### config.mk
export PLATFORM = sky130hd
export DESIGN_NAME = cache_port_arbiter
export DESIGN_NICKNAME = d
export VERILOG_FILES = /design/src/rtl/cache_port_arbiter.sv
export SDC_FILE = /design/constraint.sdc
export NUM_CORES = 1
export LEC_CHECK = 0
export ABC_AREA = 1
export CAP_MARGIN = 40
export CORE_MARGIN = 10
export CORE_UTILIZATION = 42
export CTS_CLUSTER_SIZE = 16
export DETAILED_ROUTE_END_ITERATION = 8
export PLACE_DENSITY = 0.86
export REMOVE_ABC_BUFFERS = 1
export SETUP_SLACK_MARGIN = 0.1
export SLEW_MARGIN = 20
export SYNTH_ARGS = -nofsm -noshare
export SYNTH_HDL_FRONTEND = slang
export SYNTH_SLANG_ARGS = --single-unit
### constraint.sdc
create_clock -name clk -period 1.8 [get_ports clk]
set_clock_uncertainty 0.05 [all_clocks]
set_input_delay 0.54 -clock clk [delete_from_list [all_inputs] [get_ports clk]]
set_output_delay 0.54 -clock clk [all_outputs]
set_load 0.005 [all_outputs]
### src/rtl/cache_port_arbiter.sv
// rtl/cache_port_arbiter.sv - two-port round-robin front end for the cache model with hit/miss latency and per-port stats
module cache_port_arbiter #(
    parameter int AW       = 32,
    parameter int DW       = 32,
    parameter int HIT_LAT  = 1,
    parameter int MISS_LAT = 4,
    parameter int CNT_W    = 16
) (
    input  logic             clk,
    input  logic             reset,
    input  logic             m0_valid,
    input  logic             m1_valid,
    output logic             m0_ready,
    output logic             m1_ready,
    input  logic [AW-1:0]    m0_addr,
    input  logic [AW-1:0]    m1_addr,
    input  logic [DW-1:0]    m0_wdata,
    input  logic [DW-1:0]    m1_wdata,
    input  logic             m0_we,
    input  logic             m1_we,
    output logic             m0_rvalid,
    output logic             m1_rvalid,
    output logic [DW-1:0]    m0_rdata,
    output logic [DW-1:0]    m1_rdata,
    output logic             m0_hit,
    output logic             m1_hit,
    output logic             c_req,
    output logic [AW-1:0]    c_addr,
    output logic [DW-1:0]    c_wdata,
    output logic             c_we,
    input  logic [DW-1:0]    c_rdata,
    input  logic             c_hit,
    input  logic             clr_stats,
    output logic [CNT_W-1:0] req_cnt0,
    output logic [CNT_W-1:0] req_cnt1,
    output logic [CNT_W-1:0] hit_cnt0,
    output logic [CNT_W-1:0] hit_cnt1
);

    localparam int LAT_MAX = (HIT_LAT > MISS_LAT) ? HIT_LAT : MISS_LAT;
    localparam int LAT_W   = $clog2(LAT_MAX + 1);
    localparam logic [LAT_W-1:0] HIT_LOAD  = LAT_W'(HIT_LAT - 1);
    localparam logic [LAT_W-1:0] MISS_LOAD = LAT_W'((MISS_LAT > 0) ? MISS_LAT - 1 : 0);
    localparam bit NO_STALL = (MISS_LAT == 0);
    localparam logic [CNT_W-1:0] CNT_MAX = {CNT_W{1'b1}};

    typedef enum logic [2:0] {
        IDLE,
        ISSUE,
        WAIT,
        STALL,
        RESP
    } state_t;

    state_t           r_state;
    state_t           w_next;
    logic             r_last;
    logic             r_port;
    logic [LAT_W-1:0] r_lat;
    logic [DW-1:0]    r_rdata;
    logic             r_hit;
    logic [AW-1:0]    r_c_addr;
    logic [DW-1:0]    r_c_wdata;
    logic             r_c_we;
    logic [CNT_W-1:0] r_req_cnt0;
    logic [CNT_W-1:0] r_req_cnt1;
    logic [CNT_W-1:0] r_hit_cnt0;
    logic [CNT_W-1:0] r_hit_cnt1;
    logic             w_grant;
    logic             w_accept;
    logic             w_lat_done;
    logic             w_resp_hit;

    // r_last = 1 means m1 was granted last, so m0 wins the next tie
    assign w_grant    = m1_valid & (~m0_valid | ~r_last);
    assign w_accept   = (r_state == IDLE) & (m0_valid | m1_valid);
    assign w_lat_done = (r_lat == '0);
    assign w_resp_hit = (r_state == RESP) & r_hit;

    assign m0_ready  = w_accept & ~w_grant;
    assign m1_ready  = w_accept & w_grant;
    assign c_req     = (r_state == ISSUE);
    assign c_addr    = r_c_addr;
    assign c_wdata   = r_c_wdata;
    assign c_we      = r_c_we;
    assign m0_rvalid = (r_state == RESP) & ~r_port;
    assign m1_rvalid = (r_state == RESP) & r_port;
    assign m0_rdata  = m0_rvalid ? r_rdata : '0;
    assign m1_rdata  = m1_rvalid ? r_rdata : '0;
    assign m0_hit    = m0_rvalid & r_hit;
    assign m1_hit    = m1_rvalid & r_hit;
    assign req_cnt0  = r_req_cnt0;
    assign req_cnt1  = r_req_cnt1;
    assign hit_cnt0  = r_hit_cnt0;
    assign hit_cnt1  = r_hit_cnt1;

    always_ff @(posedge clk) begin
        if (reset) begin
            r_state <= IDLE;
        end else begin
            r_state <= w_next;
        end
    end

    always_comb begin
        w_next = r_state;
        case (r_state)
            IDLE:  if (w_accept) w_next = ISSUE;
            ISSUE: w_next = WAIT;
            WAIT: begin
                if (w_lat_done) begin
                    w_next = (c_hit || NO_STALL) ? RESP : STALL;
                end
            end
            STALL: if (w_lat_done) w_next = RESP;
            RESP:  w_next = IDLE;
            default: w_next = IDLE;
        endcase
    end

    always_ff @(posedge clk) begin
        if (reset) begin
            r_last    <= 1'b1;
            r_port    <= 1'b0;
            r_lat     <= '0;
            r_rdata   <= '0;
            r_hit     <= 1'b0;
            r_c_addr  <= '0;
            r_c_wdata <= '0;
            r_c_we    <= 1'b0;
        end else begin
            case (r_state)
                IDLE: begin
                    if (w_accept) begin
                        r_port    <= w_grant;
                        r_last    <= w_grant;
                        r_c_addr  <= w_grant ? m1_addr  : m0_addr;
                        r_c_wdata <= w_grant ? m1_wdata : m0_wdata;
                        r_c_we    <= w_grant ? m1_we    : m0_we;
                    end
                end
                ISSUE: r_lat <= HIT_LOAD;
                WAIT: begin
                    // the stall count is preloaded here so STALL can start counting immediately
                    if (w_lat_done) begin
                        r_rdata <= c_rdata;
                        r_hit   <= c_hit;
                        r_lat   <= MISS_LOAD;
                    end else begin
                        r_lat <= r_lat - 1'b1;
                    end
                end
                STALL: if (!w_lat_done) r_lat <= r_lat - 1'b1;
                default: ;
            endcase
        end
    end

    always_ff @(posedge clk) begin
        if (reset || clr_stats) begin
            r_req_cnt0 <= '0;
            r_req_cnt1 <= '0;
            r_hit_cnt0 <= '0;
            r_hit_cnt1 <= '0;
        end else begin
            if (m0_ready && r_req_cnt0 != CNT_MAX) r_req_cnt0 <= r_req_cnt0 + 1'b1;
            if (m1_ready && r_req_cnt1 != CNT_MAX) r_req_cnt1 <= r_req_cnt1 + 1'b1;
            if (w_resp_hit && !r_port && r_hit_cnt0 != CNT_MAX) r_hit_cnt0 <= r_hit_cnt0 + 1'b1;
            if (w_resp_hit && r_port && r_hit_cnt1 != CNT_MAX) r_hit_cnt1 <= r_hit_cnt1 + 1'b1;
        end
    end

endmodule

==> results.sh, run 1 <==
export IMPL_cts_clk_slew_worst_paths_ns=0.07
export IMPL_maxCapViolCount=0
export IMPL_area_delta_synth_final_pct=72.9
export IMPL_worstSetupPathType="reg -> out"
export IMPL_final_cell_mix="nand2_1, nor2_1, clkdlybuf4s50_1"
export IMPL_power_switching_share_pct=35.6
export IMPL_startpoint="r_state[1]$_SDFFE_PP0P_"
export IMPL_root_buffer="clkbuf_16"
export IMPL_p_clk_share_pct=24.0
export IMPL_setup_viol=154
export IMPL_synthDistinctLibCells=31
export IMPL_min_period_over_period_pct=123
export IMPL_whs_path_depth=2
export IMPL_grt_pass1_wl_um=52200
export IMPL_drc_errors=0
export IMPL_die_area_um2=25300
export IMPL_routed_via_count=10195
export IMPL_max_freq_ghz=0.450
export IMPL_fp_dieH_um=159
export IMPL_gp_congestion=0.921
export IMPL_fin_setup_tns_ns=-33.51
export IMPL_num_io_pins=368
export IMPL_rsz0062_at_grt="yes"
export IMPL_seqPwrFrac_pct=32.3
export IMPL_postRouteAntennaNets=0
export IMPL_setup_ws_ns=-0.421
export IMPL_die_width_um=159
export IMPL_required_ns=1.21
export IMPL_drive_above_1_share_pct=21.6
export IMPL_worst_setup_path_start_kind="register"
export IMPL_grt_overflow=0
export IMPL_hold_viol_final=0
export IMPL_clk_latency_ns=0.43
export IMPL_violations="setup timing"
export IMPL_syn_avg_cell_area_um2=6.52
export IMPL_synthCells=1244
export IMPL_wl_per_cell_um=17.5
export IMPL_crit_path_end_kind="output pin"
export IMPL_rows=50
export IMPL_postCtsHoldBufs=0
export IMPL_critPathArrivalTime_ns=1.63
export IMPL_grt_use_total_pct=25.0
export IMPL_tightest_slew_ns=0.531
export IMPL_period_needed_ns=2.22
export IMPL_hold_ws_ns=0.401
export IMPL_power_switching_uw=5350
export IMPL_ff2ff_path_depth=12
export IMPL_p_int_uw=9680
export IMPL_cts_tree="built"
export IMPL_grt_pass1_vias=9904
export IMPL_syn_area_um2=8110
export IMPL_via_per_inst=5.21
export IMPL_timing_rr_end="c_wdata[20]$_SDFFE_PP0P_"
export IMPL_num_nets_final=1853
export IMPL_coreArea_um2=18800
export IMPL_peakVddDrop_v=0.000903
export IMPL_critPathCapture="m1_rdata[12]"
export IMPL_hp_class="in -> reg"
export IMPL_ys_ff_latch=170
export IMPL_crit_fanout=34
export IMPL_antenna_found_initial=4
export IMPL_clock_path_buffers=2
export IMPL_ys_seq_area_share_pct=41.9
export IMPL_share_comb_of_total_power_pct=43.7
export IMPL_r2r_slack_ns=-0.25
export IMPL_start_util_pct=43.1
export IMPL_status="finished, violations left"
export IMPL_place_hpwl_um=23300
export IMPL_ys_warn_count=0
export IMPL_p_per_area_nw_per_um2=1070
export IMPL_numCtsBuffers=17
export IMPL_layout_commonest_cell="nand2_1"
export IMPL_wirelength_um=34300
export IMPL_maxSlewHeadroom_pct=64.6
export IMPL_first_pass_iters=8
export IMPL_r2r_start="r_state[1]$_SDFFE_PP0P_"
export IMPL_drtIter0Drc=672
export IMPL_ctsHtreeMaxLevel=4
export IMPL_io_buffers=367
export IMPL_drv_slew=0
export IMPL_grt_max_degree=68
export IMPL_pre_cts_ws_ns=-0.898
export IMPL_cts_sinks=170
export IMPL_p_leak_uw=0.00590
[cell usage after synthesis (all sizes together)]
cell type | number | area, um2
nand2 | 390 | 1470
nor2 | 242 | 946
dfxtp | 170 | 3400
inv | 91 | 342
a21oi | 74 | 370
a31oi | 71 | 444
nand3 | 56 | 298
o21ai | 56 | 284
clkbuf | 29 | 110
buf | 26 | 144
nand4 | 13 | 87.6
ha | 6 | 75.1
nor3 | 5 | 25.0
xor2 | 5 | 43.8
xnor2 | 4 | 35.0
nand3b | 3 | 22.5
clkinv | 2 | 7.51
nor4 | 1 | 6.26
[registers in the layout, indices dropped and copies added, names as in the netlist]
name      cells
r_rdata      32
r_last        1
r_port        1
r_state       3
c_addr       32
c_wdata      32
req_cnt0     16
hit_cnt1     16
hit_cnt0     16
r_lat         3
r_hit         1
c_we          1
req_cnt1     16
[layer usage]
layer  GRT usage, %  wire length (um)  vias up
met4           12.8              1450        0
met3           8.08              3010      102
met2           44.1             17000      546
met1           26.1             12800     4644
met5              0                 0        -
li1               -                 -     4903
[how the worst min path moves through the flow]
stage / startpoint / end / slack (ns)
floorplan: r_last$_SDFFE_PP1P_ / r_last$_SDFFE_PP1P_ / 0.38
global placement: r_lat[0]$_SDFFE_PP0P_ / r_lat[0]$_SDFFE_PP0P_ / 0.40
detailed placement: r_lat[1]$_SDFFE_PP0P_ / r_lat[1]$_SDFFE_PP0P_ / 0.41
CTS: reset / r_port$_SDFFE_PP0P_ / 0.41
global route: reset / r_port$_SDFFE_PP0P_ / 0.42
finish: reset / r_port$_SDFFE_PP0P_ / 0.40
[final cells by class]
class	instances	area [um2]
clock inverter	14	138
antenna	4	10.0
sequential	170	3520
tap	260	325
timing repair buffer	471	4700
multi-input combinational	926	4540
fill	1419	4800
inverter	93	359
clock buffer	18	429
[worst max-delay path: stages, from the launching register on]
cell and delay (ns):
dfxtp_4 0.36, nor2_4 0.16, buf_6 0.12, nand3_4 0.06, buf_12 0.17, nor2_1 0.11
clkdlybuf4s15_2 0.22
[what timing repair did]
action                     CTS  global route
pin swaps                   11            37
cloned                      15             4
resized for setup          510           159
setup endpoints to repair  298           239
setup buffers               24            10
[metrics by stage]
stage,utilization [%],instance area (um2),total power (uW),instances
3_3_place_gp,65.7,12400,9470,1871
4_1_cts,72.2,13600,14500,1941
6_report,74.5,14000,15000,1956
3_5_place_dp,65.7,12400,9590,1871
5_1_grt,74.5,14000,15800,1956
2_1_floorplan,-,7860,7030,1189
[power by group through the flow]
stage                     registers [uW]  logic, uW  clock network (uW)
final                               4860       6560                3610
after global routing                4940       7020                3800
after CTS                           4840       5970                3650
after detailed placement            4930       4660                   0
after global placement              4910       4570                   0
after floorplan                     4940       2090                   0
[kinds of logic (layout without fill, tap and decap cells)]
| family | count (synthesis) | in the layout | share of synthesized area [%] |
|---|---|---|---|
| compound gates | 201 | 201 | 13.5 |
| buf+inv | 148 | 596 | 7.43 |
| fa+ha+maj | 6 | 6 | 0.925 |
| simple gates | 710 | 710 | 35.2 |
| flops | 170 | 170 | 41.9 |
| other cells | 0 | 4 | 0 |
| xor+xnor | 9 | 9 | 0.972 |
No activity file was read; power rests on OpenSTA's default activity.
==> run 2, diff against run 1 <==
--- a/config.mk
+++ b/config.mk
@@ -9,7 +9,7 @@
 export CAP_MARGIN = 40
 export CORE_MARGIN = 10
 export CORE_UTILIZATION = 42
-export CTS_CLUSTER_SIZE = 16
+export CTS_CLUSTER_SIZE = 8
 export DETAILED_ROUTE_END_ITERATION = 8
 export PLACE_DENSITY = 0.86
 export REMOVE_ABC_BUFFERS = 1
==> results of run 2 <==
Same layout as run 1: the final DEF is identical, and so are final timing and power.
==> run 3, diff against run 2 <==
--- a/config.mk
+++ b/config.mk
@@ -7,14 +7,13 @@
 export LEC_CHECK = 0
 export ABC_AREA = 1
 export CAP_MARGIN = 40
-export CORE_MARGIN = 10
-export CORE_UTILIZATION = 42
+export CORE_AREA = 2 2 142 144
 export CTS_CLUSTER_SIZE = 8
 export DETAILED_ROUTE_END_ITERATION = 8
-export PLACE_DENSITY = 0.86
+export DIE_AREA = 0 0 144 146
+export PLACE_DENSITY = 0.85
 export REMOVE_ABC_BUFFERS = 1
 export SETUP_SLACK_MARGIN = 0.1
-export SLEW_MARGIN = 20
 export SYNTH_ARGS = -nofsm -noshare
 export SYNTH_HDL_FRONTEND = slang
 export SYNTH_SLANG_ARGS = --single-unit
==> run 3 against run 2 <==
  * The flow still finishes with violations (setup timing)
  * Via count grew 4.2%
  * Non-clock buffer count grew 55
  * Power increased by 3.9%
  * Largest cell class unchanged
==> results.sh, run 3 (same netlist as run 1, synthesis figures left out) <==
export IMPL_status="finished, violations left"
export IMPL_violations="setup timing"
export IMPL_routed_via_count=10624
export IMPL_crit_fanout=5
export IMPL_startpoint="r_state[1]$_SDFFE_PP0P_"
export IMPL_rows=51
export IMPL_clock_path_buffers=2
export IMPL_peakVddDrop_v=0.000735
export IMPL_ctsHtreeMaxLevel=4
export IMPL_drtIter0Drc=635
export IMPL_die_area_um2=21000
export IMPL_worstSetupPathType="reg -> out"
export IMPL_root_buffer="clkbuf_16"
export IMPL_num_io_pins=368
export IMPL_wl_per_cell_um=17.6
export IMPL_postCtsHoldBufs=0
export IMPL_area_delta_synth_final_pct=81.9
export IMPL_hp_start="r_lat[1]$_SDFFE_PP0P_"
export IMPL_die_width_um=144
export IMPL_clk_latency_ns=0.44
export IMPL_setup_ws_ns=-0.656
export IMPL_met2_usage_pct=51.2
export IMPL_min_period_over_period_pct=136
export IMPL_num_nets_final=1908
export IMPL_start_util_pct=42.0
export IMPL_p_per_area_nw_per_um2=1060
export IMPL_crit_path_end_kind="output pin"
export IMPL_coreArea_um2=19300
export IMPL_layout_commonest_cell="nand2_1"
export IMPL_grt_overflow=0
export IMPL_maxCapViolCount=0
export IMPL_grt_pass1_vias=9768
export IMPL_gp_congestion=0.899
export IMPL_cts_tree="built"
export IMPL_hold_ws_ns=0.412
export IMPL_rsz0062_at_grt="yes"
export IMPL_period_needed_ns=2.46
export IMPL_grt_max_degree=68
export IMPL_tightest_slew_ns=0.546
export IMPL_drc_errors=0
export IMPL_via_per_inst=5.28
export IMPL_grt_use_met1_pct=30.6
export IMPL_worst_setup_path_start_kind="register"
export IMPL_setup_viol=234
export IMPL_antenna_found_initial=1
export IMPL_numCtsBuffers=17
export IMPL_maxSlewHeadroom_pct=63.6
export IMPL_wirelength_um=35400
export IMPL_gr_usage_met3_pct=7.57
export IMPL_critPathArrivalTime_ns=1.87
export IMPL_fp_dieH_um=146
export IMPL_fin_util_pct=76.3
export IMPL_grt_use_total_pct=28.6
export IMPL_max_freq_ghz=0.407
export IMPL_hold_viol_final=0
export IMPL_required_ns=1.21
export IMPL_fillers=1308
export IMPL_cts_clk_slew_worst_paths_ns=0.06
export IMPL_r2r_start="r_state[1]$_SDFFE_PP0P_"
export IMPL_first_pass_iters=6
export IMPL_postRouteAntennaNets=0
export IMPL_cts_sinks=170
export IMPL_place_hpwl_um=20800
export IMPL_hp_class="reg -> reg"
export IMPL_gr_max_usage_layer="met2"
export IMPL_drive_above_1_share_pct=24.7
export IMPL_io_buffers=367
export IMPL_final_cell_mix="nand2_1, clkdlybuf4s50_1, nor2_1"
export IMPL_grt_pass1_wl_um=48100
export IMPL_p_leak_uw=0.00617
export IMPL_drv_slew=0
export IMPL_pre_cts_ws_ns=-0.754
-- run 3: changes by cell type in the layout (fill, tap and decap cells not counted), moves of 12 or more --
cell	change
buf_6	+15
buf_2	+17
clkdlybuf4s50_1	+44
dfxtp_4	+12
buf_4	+32
dlygate4sd2_1	-48
nor2_4	+12
-- run 3: power by group --
group	internal (uW)	total, uW	switching (uW)
registers	4480	4870	392
logic	3420	6800	3370
clock network	2260	3950	1700
total	10200	15600	5460
-- run 3: final timing paths --
check,slack [ns],to,cells past startpoint
worst max register to register,-0.47,c_addr[21]$_SDFFE_PP0P_,14
worst min-delay path,0.41,r_lat[1]$_SDFFE_PP0P_,2
worst max-delay path,-0.66,m1_rdata[8],7
worst min register to register,0.41,r_lat[1]$_SDFFE_PP0P_,2
-- run 3: routing by layer --
metal | wire (um) | up-vias
met3 | 3160 | 150
met5 | 0 | -
met2 | 17700 | 572
met4 | 1980 | 0
li1 | - | 5000
met1 | 12600 | 4902
-- run 3: final cells by class --
type	instances	area [um2]	area share, %
clock buffer	18	439	2.98
clock inverter	14	183	1.24
tap	265	332	2.25
antenna	1	2.50	0.0170
inverter	93	358	2.42
timing repair buffer	526	5270	35.7
multi-input combinational	926	4610	31.3
sequential	170	3560	24.2
-- run 3: through the flow --
step                power (uW)  instances  cell area, um2  TNS (ns)
finish                   15600       2013           14800    -77.41
global route             16300       2013           14800    -92.35
CTS                      14600       1972           13900    -56.65
detailed placement        9610       1881           12400    -62.70
global placement          9500       1881           12400    -59.40
floorplan                 7030       1189            7860   -138.45
-- run 3: critical path, stage by stage, from the launching register on --
cell and delay [ns]:
dfxtp_2 0.33, nor2_4 0.19, nand3_4 0.13, buf_4 0.16, buf_6 0.13, clkbuf_16 0.16
nor2_1 0.11, clkdlybuf4s15_2 0.22
-- run 3: repair_timing --
| item | CTS | global route |
|---|---|---|
| setup endpoints to repair | 293 | 281 |
| buffers inserted | 48 | 33 |
| pin swaps | 15 | 25 |
| resized for setup | 365 | 279 |
| gates cloned | 11 | 9 |
